**src/rtl/pll_rsp_pkg.sv**
```systemverilog
// pll_rsp_pkg: shared types and status-word layout for the PLL reset responder.
package pll_rsp_pkg;

  typedef enum logic [2:0] {
    ST_IDLE       = 3'd0,
    ST_RST_ASSERT = 3'd1,
    ST_WAIT_LOCK  = 3'd2,
    ST_HOLD       = 3'd3
  } state_t;

  typedef enum logic [1:0] {
    OP_NOP     = 2'd0,
    OP_PULSE   = 2'd1,
    OP_HOLD    = 2'd2,
    OP_RELEASE = 2'd3
  } op_t;

  localparam logic [7:0] MAGIC = 8'hA5;

  localparam int unsigned ECHO_LSB    = 0;
  localparam int unsigned BUSY_BIT    = 8;
  localparam int unsigned LOCKED_BIT  = 9;
  localparam int unsigned TIMEOUT_BIT = 10;
  localparam int unsigned LOST_BIT    = 11;
  localparam int unsigned RESET_BIT   = 12;
  localparam int unsigned STATE_LSB   = 13;
  localparam int unsigned LAT_LSB     = 16;

  function automatic logic is_busy(state_t s);
    return s == ST_RST_ASSERT || s == ST_WAIT_LOCK;
  endfunction

endpackage

```
**src/rtl/pll_reset_responder_sync.sv**
```systemverilog
// sync_2ff: two-flop synchroniser for a single asynchronous level.
module sync_2ff (
  input  logic clk,
  input  logic rst_n,
  input  logic d,
  output logic q
);
  logic meta;
  always_ff @(posedge clk or negedge rst_n)
    if (!rst_n) {q, meta} <= 2'b00;
    else        {q, meta} <= {meta, d};
endmodule

```
**src/rtl/pll_reset_responder.sv**
```systemverilog
// pll_reset_responder: decodes PIO reset commands, sequences PLL reset and
// reports qualified lock status back through a registered status word.
module pll_reset_responder
  import pll_rsp_pkg::*;
#(
  parameter int unsigned RST_HOLD_CYCLES = 16,
  parameter int unsigned LOCK_TIMEOUT    = 65535,
  parameter int unsigned LOCK_STABLE     = 8
) (
  input  logic        clk_clk,
  input  logic        reset_reset_n,
  input  logic [31:0] cmd_word,
  input  logic        pll_locked,
  output logic        pll_reset,
  output logic [31:0] status_word
);

  state_t      state, state_nx;
  logic [17:0] cmd_q;
  logic [7:0]  last_seq, pend_seq, echo, seq;
  logic [15:0] lat, lat_inc, lat_cap, stab, hold_cnt;
  logic        timeout, lock_lost, busy, locked_sync, ls_d;
  logic        accept, done_now, clr_to, clr_lost, hold_done, lock_ok, lat_done, wl_exit;
  logic        unused_bits;
  op_t         op;

  assign unused_bits = ^cmd_word[23:10];

  sync_2ff u_sync (
    .clk  (clk_clk),
    .rst_n(reset_reset_n),
    .d    (pll_locked),
    .q    (locked_sync)
  );

  assign op        = op_t'(cmd_q[9:8]);
  assign seq       = cmd_q[7:0];
  assign accept    = cmd_q[17:10] == MAGIC && seq != last_seq && (state == ST_IDLE || state == ST_HOLD);
  assign done_now  = accept && (op == OP_NOP || op == OP_HOLD || (op == OP_RELEASE && state == ST_IDLE));
  assign clr_to    = accept && (op == OP_PULSE || op == OP_RELEASE);
  assign clr_lost  = accept && op == OP_PULSE;
  assign hold_done = state == ST_RST_ASSERT && hold_cnt == 16'(RST_HOLD_CYCLES - 1);
  assign lat_inc   = lat == 16'hFFFF ? lat : lat + 16'd1;
  // Lock qualification takes priority over a timeout landing in the same cycle.
  assign lock_ok   = state == ST_WAIT_LOCK && locked_sync && stab == 16'(LOCK_STABLE - 1);
  assign lat_done  = state == ST_WAIT_LOCK && ({1'b0, lat} + 17'd1) >= 17'(LOCK_TIMEOUT);
  assign wl_exit   = lock_ok || lat_done;

  always_comb begin
    state_nx = state;
    unique case (state)
      ST_IDLE, ST_HOLD:
        state_nx = !accept                                  ? state :
                   op == OP_PULSE                           ? ST_RST_ASSERT :
                   op == OP_HOLD                            ? ST_HOLD :
                   (op == OP_RELEASE && state == ST_HOLD)   ? ST_WAIT_LOCK : state;
      ST_RST_ASSERT: state_nx = hold_done ? ST_WAIT_LOCK : state;
      ST_WAIT_LOCK:  state_nx = wl_exit ? ST_IDLE : state;
      default:       state_nx = ST_HOLD;
    endcase
  end

  always_ff @(posedge clk_clk or negedge reset_reset_n) begin
    if (!reset_reset_n) begin
      state     <= ST_HOLD;
      pll_reset <= 1'b1;
      busy      <= 1'b0;
      cmd_q     <= '0;
      last_seq  <= '0;
      pend_seq  <= '0;
      echo      <= '0;
      timeout   <= 1'b0;
      lock_lost <= 1'b0;
      lat       <= '0;
      lat_cap   <= '0;
      stab      <= '0;
      hold_cnt  <= '0;
      ls_d      <= 1'b0;
    end else begin
      state     <= state_nx;
      pll_reset <= state_nx == ST_RST_ASSERT || state_nx == ST_HOLD;
      busy      <= is_busy(state_nx);
      cmd_q     <= {cmd_word[31:24], cmd_word[9:0]};
      last_seq  <= accept ? seq : last_seq;
      pend_seq  <= accept ? seq : pend_seq;
      echo      <= done_now ? seq : wl_exit ? pend_seq : echo;
      timeout   <= (timeout && !clr_to) || (lat_done && !lock_ok);
      lock_lost <= clr_lost ? 1'b0 : lock_lost || (state == ST_IDLE && ls_d && !locked_sync);
      lat       <= state == ST_WAIT_LOCK ? lat_inc : 16'd0;
      lat_cap   <= wl_exit ? lat_inc : lat_cap;
      stab      <= state == ST_WAIT_LOCK && locked_sync ? stab + 16'd1 : 16'd0;
      hold_cnt  <= state == ST_RST_ASSERT ? hold_cnt + 16'd1 : 16'd0;
      ls_d      <= locked_sync;
    end
  end

  // Every field comes straight from a flop; no input reaches status_word combinationally.
  always_comb begin
    status_word                       = '0;
    status_word[ECHO_LSB +: 8]        = echo;
    status_word[BUSY_BIT]             = busy;
    status_word[LOCKED_BIT]           = locked_sync;
    status_word[TIMEOUT_BIT]          = timeout;
    status_word[LOST_BIT]             = lock_lost;
    status_word[RESET_BIT]            = pll_reset;
    status_word[STATE_LSB +: 3]       = state;
    status_word[LAT_LSB +: 16]        = lat_cap;
  end

endmodule

```
**config.mk**
```make
export PLATFORM = sky130hd
export DESIGN_NAME = pll_reset_responder
export DESIGN_NICKNAME = d
export VERILOG_FILES = /design/src/rtl/pll_rsp_pkg.sv /design/src/rtl/pll_reset_responder_sync.sv /design/src/rtl/pll_reset_responder.sv
export SDC_FILE = /design/constraint.sdc
export NUM_CORES = 1
export LEC_CHECK = 0
export ABC_AREA = 1
export BUFFER_PORTS_ARGS = -buffer_cell sky130_fd_sc_hd__buf_2
export CORE_ASPECT_RATIO = 1.2
export CORE_UTILIZATION = 50
export CTS_BUF_LIST = sky130_fd_sc_hd__clkbuf_4 sky130_fd_sc_hd__clkbuf_8
export CTS_CLUSTER_SIZE = 25
export DETAILED_ROUTE_END_ITERATION = 10
export GPL_ROUTABILITY_DRIVEN = 0
export PLACE_DENSITY_LB_ADDON = 0.08
export SLEW_MARGIN = 20
export SYNTH_ARGS = -nofsm -noshare
export SYNTH_HDL_FRONTEND = slang
export SYNTH_HIERARCHICAL = 1
export SYNTH_SLANG_ARGS = --single-unit
export TNS_END_PERCENT = 1
```
**constraint.sdc**
```tcl
create_clock -name clk_clk -period 2.88 [get_ports clk_clk]
set_input_delay 0 -clock clk_clk [delete_from_list [all_inputs] [get_ports clk_clk]]
set_output_delay 0 -clock clk_clk [all_outputs]
set_load 0.02 [all_outputs]
```
==> impl_metrics.yaml, run 1 <==
power:
  p_comb_share_pct: 7.4
  switchingPower_uw: 646
  power_frac_clock_pct: 32.7
  p_sw_share_pct: 24.4
  leakage_uw: 0.00307
  ir_worst_vdd_uv: 324
  pwr_density_cell_nw_per_um2: 449
  p_int_uw: 2000
  power_frac_seq_pct: 59.8
  p_total_uw: 2650
detailed_routing:
  vias: 4171
  post_drt_wl_per_cell_um: 12.7
  drt_iter0_drc: 212
  routed_wl_um: 10600
  drt_first_pass_iters: 4
  ant_nets: 0
  via_per_inst: 5.03
  drc: 0
cts:
  cts_tree: "yes"
  cts.sinks: 108
  cts_root_buf: "clkbuf_8"
  h-tree-depth: 3
  post_cts_buffers: 0
  cts-resized-gates: 0
  numCtsBuffers: 9
  clock_latency_ns: 0.36
  cts_buffer_depth: 2
  clkTransAtPathRegs_ns: 0.10
logic_synthesis:
  synthDistinctLibCells: 39
  synthCells: 625
  syn_nets: 664
  yosysTopAreaCell: "dfrtp_1"
  synth_edf_count: 0
  ys_warn_count: 6
  synth_top_area_share_pct: 51.1
  synth.area.top_cells: "dfrtp_1 (51%), nand2_1 (13%), inv_1 (5.4%), nand3_1 (5.1%), nor2_1 (4.5%)"
  async_flop_share_pct: 100
  ys.flop_type: "dfrtp_1"
  seq_area_frac_synth_pct: 52.7
  syn-cell-area_um2: 5140
  ys_ff_latch: 108
  avgSynthCellArea_um2: 8.22
setup_path:
  cpMostUsedCell: "nand2_1"
  endpoint_kind: "flop"
  max_stage_delay_ns: 0.43
  critPathKind: "reg -> reg"
  required_ns: 3.18
  start_kind: "flop"
  cp_slowest_cell: "dfrtp_1"
  critPathArrivalTime_ns: 2.81
  worstPathMaxFanout: 25
  cp_cell_sequence: "ha_1, nand2_1, nand2_1, nor2_1, nand2_1, nor2_1, nand2_1, nor2_1, nand3_1, nand2_2, nand2_4, nand2_4, o21ai_1, nand2_1"
sta:
  final.setup.tns_ns: 0
  final_max_slew_viol_count: 0
  finalCritPeriodShare_pct: 87.2
  worst_pin_slew_ns: 0.598
  setup_viol: 0
  fmax_mhz: 398
  finalHoldViolCount: 0
  maxSlewHeadroom_pct: 60.1
  fin_skew_ns: 0.00694
  grt_setup_unrepaired: "no"
  min_period_ns: 2.51
flow_run:
  cap_violations: 0
global_route:
  track_usage_pct: 21.6
  grt_antenna_before_repair: 0
  grt_pass1_wl_um: 18100
  grt_pass1_vias: 3942
  overflow: 0
  grt_max_degree: 62
finish:
  drive_above_1_share_pct: 14.8
  utilization_pct: 59.0
  syn_to_final_growth_pct: 14.9
  fin_area_um2: 5900
  diodes: 0
  nets: 738
  stdcell_count: 830
worst_hold_path:
  hp-class: "in -> async"
placement:
  dp_hpwl_um: 7380
  dp.cells: 794
  placed_cell_area_um2: 5520
  numPortBuffers: 53
status:
  outcome: "finished, final reports clean"
die:
  rows: 40
  die_h_um: 113
  start_util_pct: 51.3
  fp.dieW_um: 94.5
  core-area_um2: 10000
  ios: 68
  die-area_um2: 10700
what timing repair did:
| item | 4_1_cts | 5_1_grt |
|---|---|---|
| endpoints found under the hold margin | 65 | 0 |
| setup endpoints to repair | 0 | 0 |
| hold buffers | 20 | 0 |
layout make-up:
class,count,area [um2]
multi-input combinational,419,2020
inverter,82,308
clock inverter,3,21.3
sequential,108,2710
clock buffer,13,160
timing repair buffer,79,526
fill,927,4110
tap,126,158
cell usage after synthesis (4+ instances only):
master / number
a21oi_1: 25
buf_2: 4
buf_4: 5
clkbuf_1: 5
dfrtp_1: 105
ha_1: 4
inv_1: 74
inv_2: 6
nand2_1: 176
nand2_2: 4
nand3_1: 52
nand4_1: 16
nor2_1: 61
nor3_1: 14
nor4_1: 5
o21ai_0: 18
o21ai_1: 5
xnor2_1: 8
xor2_1: 4
final timing paths:
check                              start    endpoint  slack [ns]  depth (start not counted)
setup / recovery                  lat[0]  lat_cap[9]        0.37                         14
hold / removal             reset_reset_n    u_sync/q        0.20                          2
setup reg to reg                  lat[0]  lat_cap[9]        0.37                         14
hold reg to reg              u_sync/meta    u_sync/q        0.36                          0
max in group asynchronous  reset_reset_n    state[1]        1.92                          3
min in group clk_clk         cmd_word[2]    cmd_q[2]        0.27                          2
cell families (layout without fill, tap and decap cells):
| logic type | Yosys count | count (layout) | share of synthesized area, % |
|---|---|---|---|
| adder cells (fa/ha/maj) | 4 | 4 | 0.974 |
| flip-flops | 108 | 108 | 52.7 |
| AND/OR/NAND/NOR | 347 | 347 | 30.6 |
| other | 1 | 1 | 0.0730 |
| buffers and inverters | 98 | 177 | 7.92 |
| AO/OA/AOI/OAI | 55 | 55 | 5.70 |
| XOR/XNOR | 12 | 12 | 2.05 |
metrics by stage:
step | worst slack, ns | hold WS [ns]
6_report | 0.370 | 0.202
3_3_place_gp | 0.499 | 0.0403
5_1_grt | 0.0946 | 0.249
2_1_floorplan | 0.897 | -0.296
4_1_cts | 0.381 | 0.215
3_5_place_dp | 0.415 | 0.0477
sequential cells by signal, indices dropped and copies added (netlist names):
signal,cells
pend_seq,8
u_sync/meta,1
u_sync/q,1
lat_cap,16
cmd_q,18
timeout,1
echo,8
pll_reset,1
state,3
lat,16
busy,1
hold_cnt,16
lock_lost,1
ls_d,1
stab,16
critical path: cells and delay by family (launching register included):
family	cells	cell delay [ns]
and+or+nand+nor	12	1.62
adders and majority gates	1	0.25
AOI/OAI and AO/OA	1	0.13
DFF	1	0.43
layout by cell type, fill, tap and decap left out, types with 6 or more instances in the layout:
| master | netlist | layout |
|---|---|---|
| nor2_1 | 61 | 61 |
| buf_4 | 5 | 6 |
| inv_1 | 74 | 74 |
| buf_2 | 4 | 52 |
| dfrtp_1 | 105 | 105 |
| a21oi_1 | 25 | 25 |
| inv_2 | 6 | 6 |
| xnor2_1 | 8 | 8 |
| nand2_1 | 176 | 176 |
| dlygate4sd3_1 | 0 | 20 |
| o21ai_0 | 18 | 18 |
| nand4_1 | 16 | 16 |
| clkbuf_8 | 0 | 10 |
| nand3_1 | 52 | 52 |
| nor3_1 | 14 | 14 |
layer usage:
metal | global-route usage, % | wire (um)
met5 | 0 | 0
met4 | 7.07 | 175
met3 | 3.83 | 314
met2 | 34.4 | 5140
met1 | 29.9 | 4930
power groups by stage:
stage | Clock (uW) | Sequential, uW | Combinational (uW)
floorplan | 0 | 1620 | 98.3
CTS | 906 | 1580 | 200
detailed placement | 0 | 1610 | 179
finish | 867 | 1580 | 197
global route | 965 | 1590 | 220
global placement | 0 | 1610 | 175
No activity file was read; power rests on OpenSTA's default activity.
==> run 2, diff against run 1 <==
ABC_AREA = 0   (was 1)
MAX_ROUTING_LAYER = met4   (was not set)
==> run 2 against run 1 <==
  * Clock skew rose by 0.0020 ns
  * Clock power rose by 21%
  * Non-clock buffer count rose by 25
  * Hold slack improved by 0.042 ns
  * Highest routed layer unchanged
  * Combinational power fell by 52%
  * Sequential cell count did not move
  * Area after synthesis fell by 3.5%
  * Critical endpoint is now echo[7]
  * Critical path type unchanged
  * Sequential power barely moved
  * Routed wire length fell by 2.6%
  * Cell count fell by 17%
  * Core utilization rose by 3.5 points
  * Register-to-register slack got worse by 0.31 ns
==> impl_metrics.yaml, run 2 <==
setup_path:
  start_kind: "flop"
  r2r_end: "echo[7]"
  cpMostUsedCell: "or4_4"
  r2r_cells: 8
  cp_slowest_cell: "or4_4"
  r2r_setup_slack_ns: 0.06
  cp_cell_sequence: "ha_2, and3_4, nand3_2, xor2_1, or4_4, or4_4, a21o_2, o221a_2"
  endpoint_kind: "flop"
  startpoint: "lat[1]"
  max_stage_delay_ns: 0.54
  worstPathMaxFanout: 8
  path_depth: 8
  critPathKind: "reg -> reg"
  path_delay_family: "simple AND/OR/NAND/NOR gates"
  required_ns: 3.15
  critPathArrivalTime_ns: 3.09
  r2r-start: "lat[1]"
  crit_end: "echo[7]"
  cp.buffers_inverters: 0
detailed_routing:
  routed_wl_um: 10300
  via_per_inst: 5.33
  ant_nets: 0
  drt_first_pass_iters: 4
  drc: 0
  post_drt_wl_per_cell_um: 15.0
  drt_iter0_drc: 139
  vias: 3660
cts:
  cts_root_buf: "clkbuf_8"
  cts_buffer_depth: 2
  clkTransAtPathRegs_ns: 0.10
  cts_tree: "yes"
  clock_latency_ns: 0.38
  h-tree-depth: 3
  numCtsBuffers: 9
  cts.sinks: 108
finish:
  diodes: 0
  syn_to_final_growth_pct: 20.4
  utilization_pct: 62.5
  largest_reg_flops: 18
  n_fill_cell: 812
  largest-register: "cmd_q"
  drive_above_1_share_pct: 22.9
  layout_commonest_cell: "dfrtp_1"
  fin_area_um2: 5970
  nets: 598
  most-common-layout-cells: "dfrtp_1 (104), buf_2 (52), nor2_1 (48)"
global_route:
  grt_antenna_before_repair: 0
  grt_max_degree: 66
  grt_pass1_vias: 3745
  overflow: 0
  track_usage_pct: 22.3
  grt_pass1_wl_um: 17800
die:
  rows: 39
  core-area_um2: 9560
  die-area_um2: 10300
  start_util_pct: 51.9
  ios: 68
  die_h_um: 111
  fp.dieW_um: 92.9
logic_synthesis:
  synth_edf_count: 0
  seq_area_frac_synth_pct: 54.6
  synth_top_area_share_pct: 53.0
  ys_ff_latch: 108
  async_flop_share_pct: 100
  avgSynthCellArea_um2: 10.6
  syn-cell-area_um2: 4960
  ys_warn_count: 6
  yosysTopAreaCell: "dfrtp_1"
  ys.flop_type: "dfrtp_1"
  synthCells: 467
  synthTopCellsByCount: "dfrtp_1 (105), nor2_1 (48), nand2_1 (43)"
  syn_nets: 506
  synth_most_common_cell: "dfrtp_1"
  synthDistinctLibCells: 59
  synth.area.top_cells: "dfrtp_1 (53%), xnor2_1 (4.4%), xor2_1 (4.4%), nor2_1 (3.6%), nand2_1 (3.3%)"
sta:
  fmax_mhz: 354
  maxSlewHeadroom_pct: 43.6
  worst_pin_slew_ns: 0.845
  setup_viol: 0
  hold_slack_ns: 0.243
  fin_skew_ns: 0.00895
  min_period_ns: 2.82
  final_max_slew_viol_count: 0
  setup_ws_ns: 0.0583
  grt_setup_unrepaired: "yes"
  finalCritPeriodShare_pct: 98.0
  finalHoldViolCount: 0
placement:
  dpl_worst_slack_ns: -0.0709
  dp_hpwl_um: 6940
  numPortBuffers: 53
  placed_cell_area_um2: 5490
power:
  ir_worst_vdd_uv: 281
  power_frac_seq_pct: 57.5
  p_comb_share_pct: 3.5
  p_int_uw: 2130
  leakage_uw: 0.00270
  switchingPower_uw: 568
  p_sw_share_pct: 21.1
  p_total_uw: 2690
  power_frac_clock_pct: 38.9
  pwr_density_cell_nw_per_um2: 451
worst_hold_path:
  hp-class: "in -> async"
flow_run:
  cap_violations: 0
status:
  outcome: "finished, final reports clean"
run 2: changes by cell type in the layout (fill, tap and decap cells not counted), sizes merged, moves of 6 or more:
cell,before,now
xnor2,8,25
and3,0,10
nor2,67,48
inv,81,19
nand3,53,15
a2bb2oi,0,10
nand2,182,43
a21oi,25,19
buf,59,84
nor3,17,4
o221ai,0,8
xor2,4,25
o221a,0,8
run 2: per-layer routing:
metal / up-vias / track usage [%] / share of wire, %
li1: 1826 / - / -
met1: 1755 / 29.1 / 47
met2: 64 / 35.0 / 48
met3: 15 / 2.74 / 2.9
met4: 0 / 9.95 / 2.3
met5: - / - / 0
run 2: cell type report:
class | count | area, um2 | share of cell area [%]
repair buffers | 104 | 733 | 12.3
inverters | 19 | 71.3 | 1.19
clock buffers | 12 | 159 | 2.66
multi-input cells | 317 | 2080 | 34.8
well taps | 123 | 154 | 2.58
flip-flops and latches | 108 | 2710 | 45.3
clock inverters | 4 | 72.6 | 1.21
run 2: how the worst min path moves through the flow:
| stage | slack (ns) | end | start | cells after the start |
|---|---|---|---|---|
| finish | 0.24 | hold_cnt[7] | reset_reset_n | 2 |
| global route | 0.25 | cmd_q[2] | cmd_word[2] | 2 |
| CTS | 0.24 | cmd_q[2] | cmd_word[2] | 2 |
| detailed placement | 0.11 | cmd_q[7] | cmd_word[7] | 1 |
| global placement | 0.11 | cmd_q[1] | cmd_word[1] | 1 |
| floorplan | -0.30 | busy | reset_reset_n | 0 |
run 2: power by group through the flow:
stage	Combinational (uW)	Clock, uW	Sequential (uW)
after CTS	97.7	1070	1550
final	95.3	1050	1550
after global routing	110	1120	1550
after detailed placement	76.8	0	1580
after global placement	75.5	0	1580
after floorplan	22.3	0	1580
run 2: cell families (layout without fill, tap and decap cells):
logic type	count (synthesis)	in the layout	synth area share, %
muxes	6	6	1.26
AOI/OAI and AO/OA	84	84	12.4
xor gates and xnor gates	50	50	8.83
other	1	1	0.0756
and+or+nand+nor	172	172	17.9
adders and majority gates	4	4	1.01
buffers and inverters	42	139	3.88
DFF	108	108	54.6
run 2: timing repair:
item / in CTS / in global routing
endpoints found under the hold margin: 83 / 0
setup buffers: 0 / 4
hold buffers: 20 / 0
pin swaps: 0 / 1
setup endpoints to repair: 17 / 20
gates resized for setup: 2 / 6
run 2: per-stage QoR:
stage / TNS (ns) / instances
2_1_floorplan: 0 / 467
3_5_place_dp: -0.642 / 647
4_1_cts: 0 / 683
3_3_place_gp: 0 / 647
6_report: 0 / 687
5_1_grt: -0.189 / 687
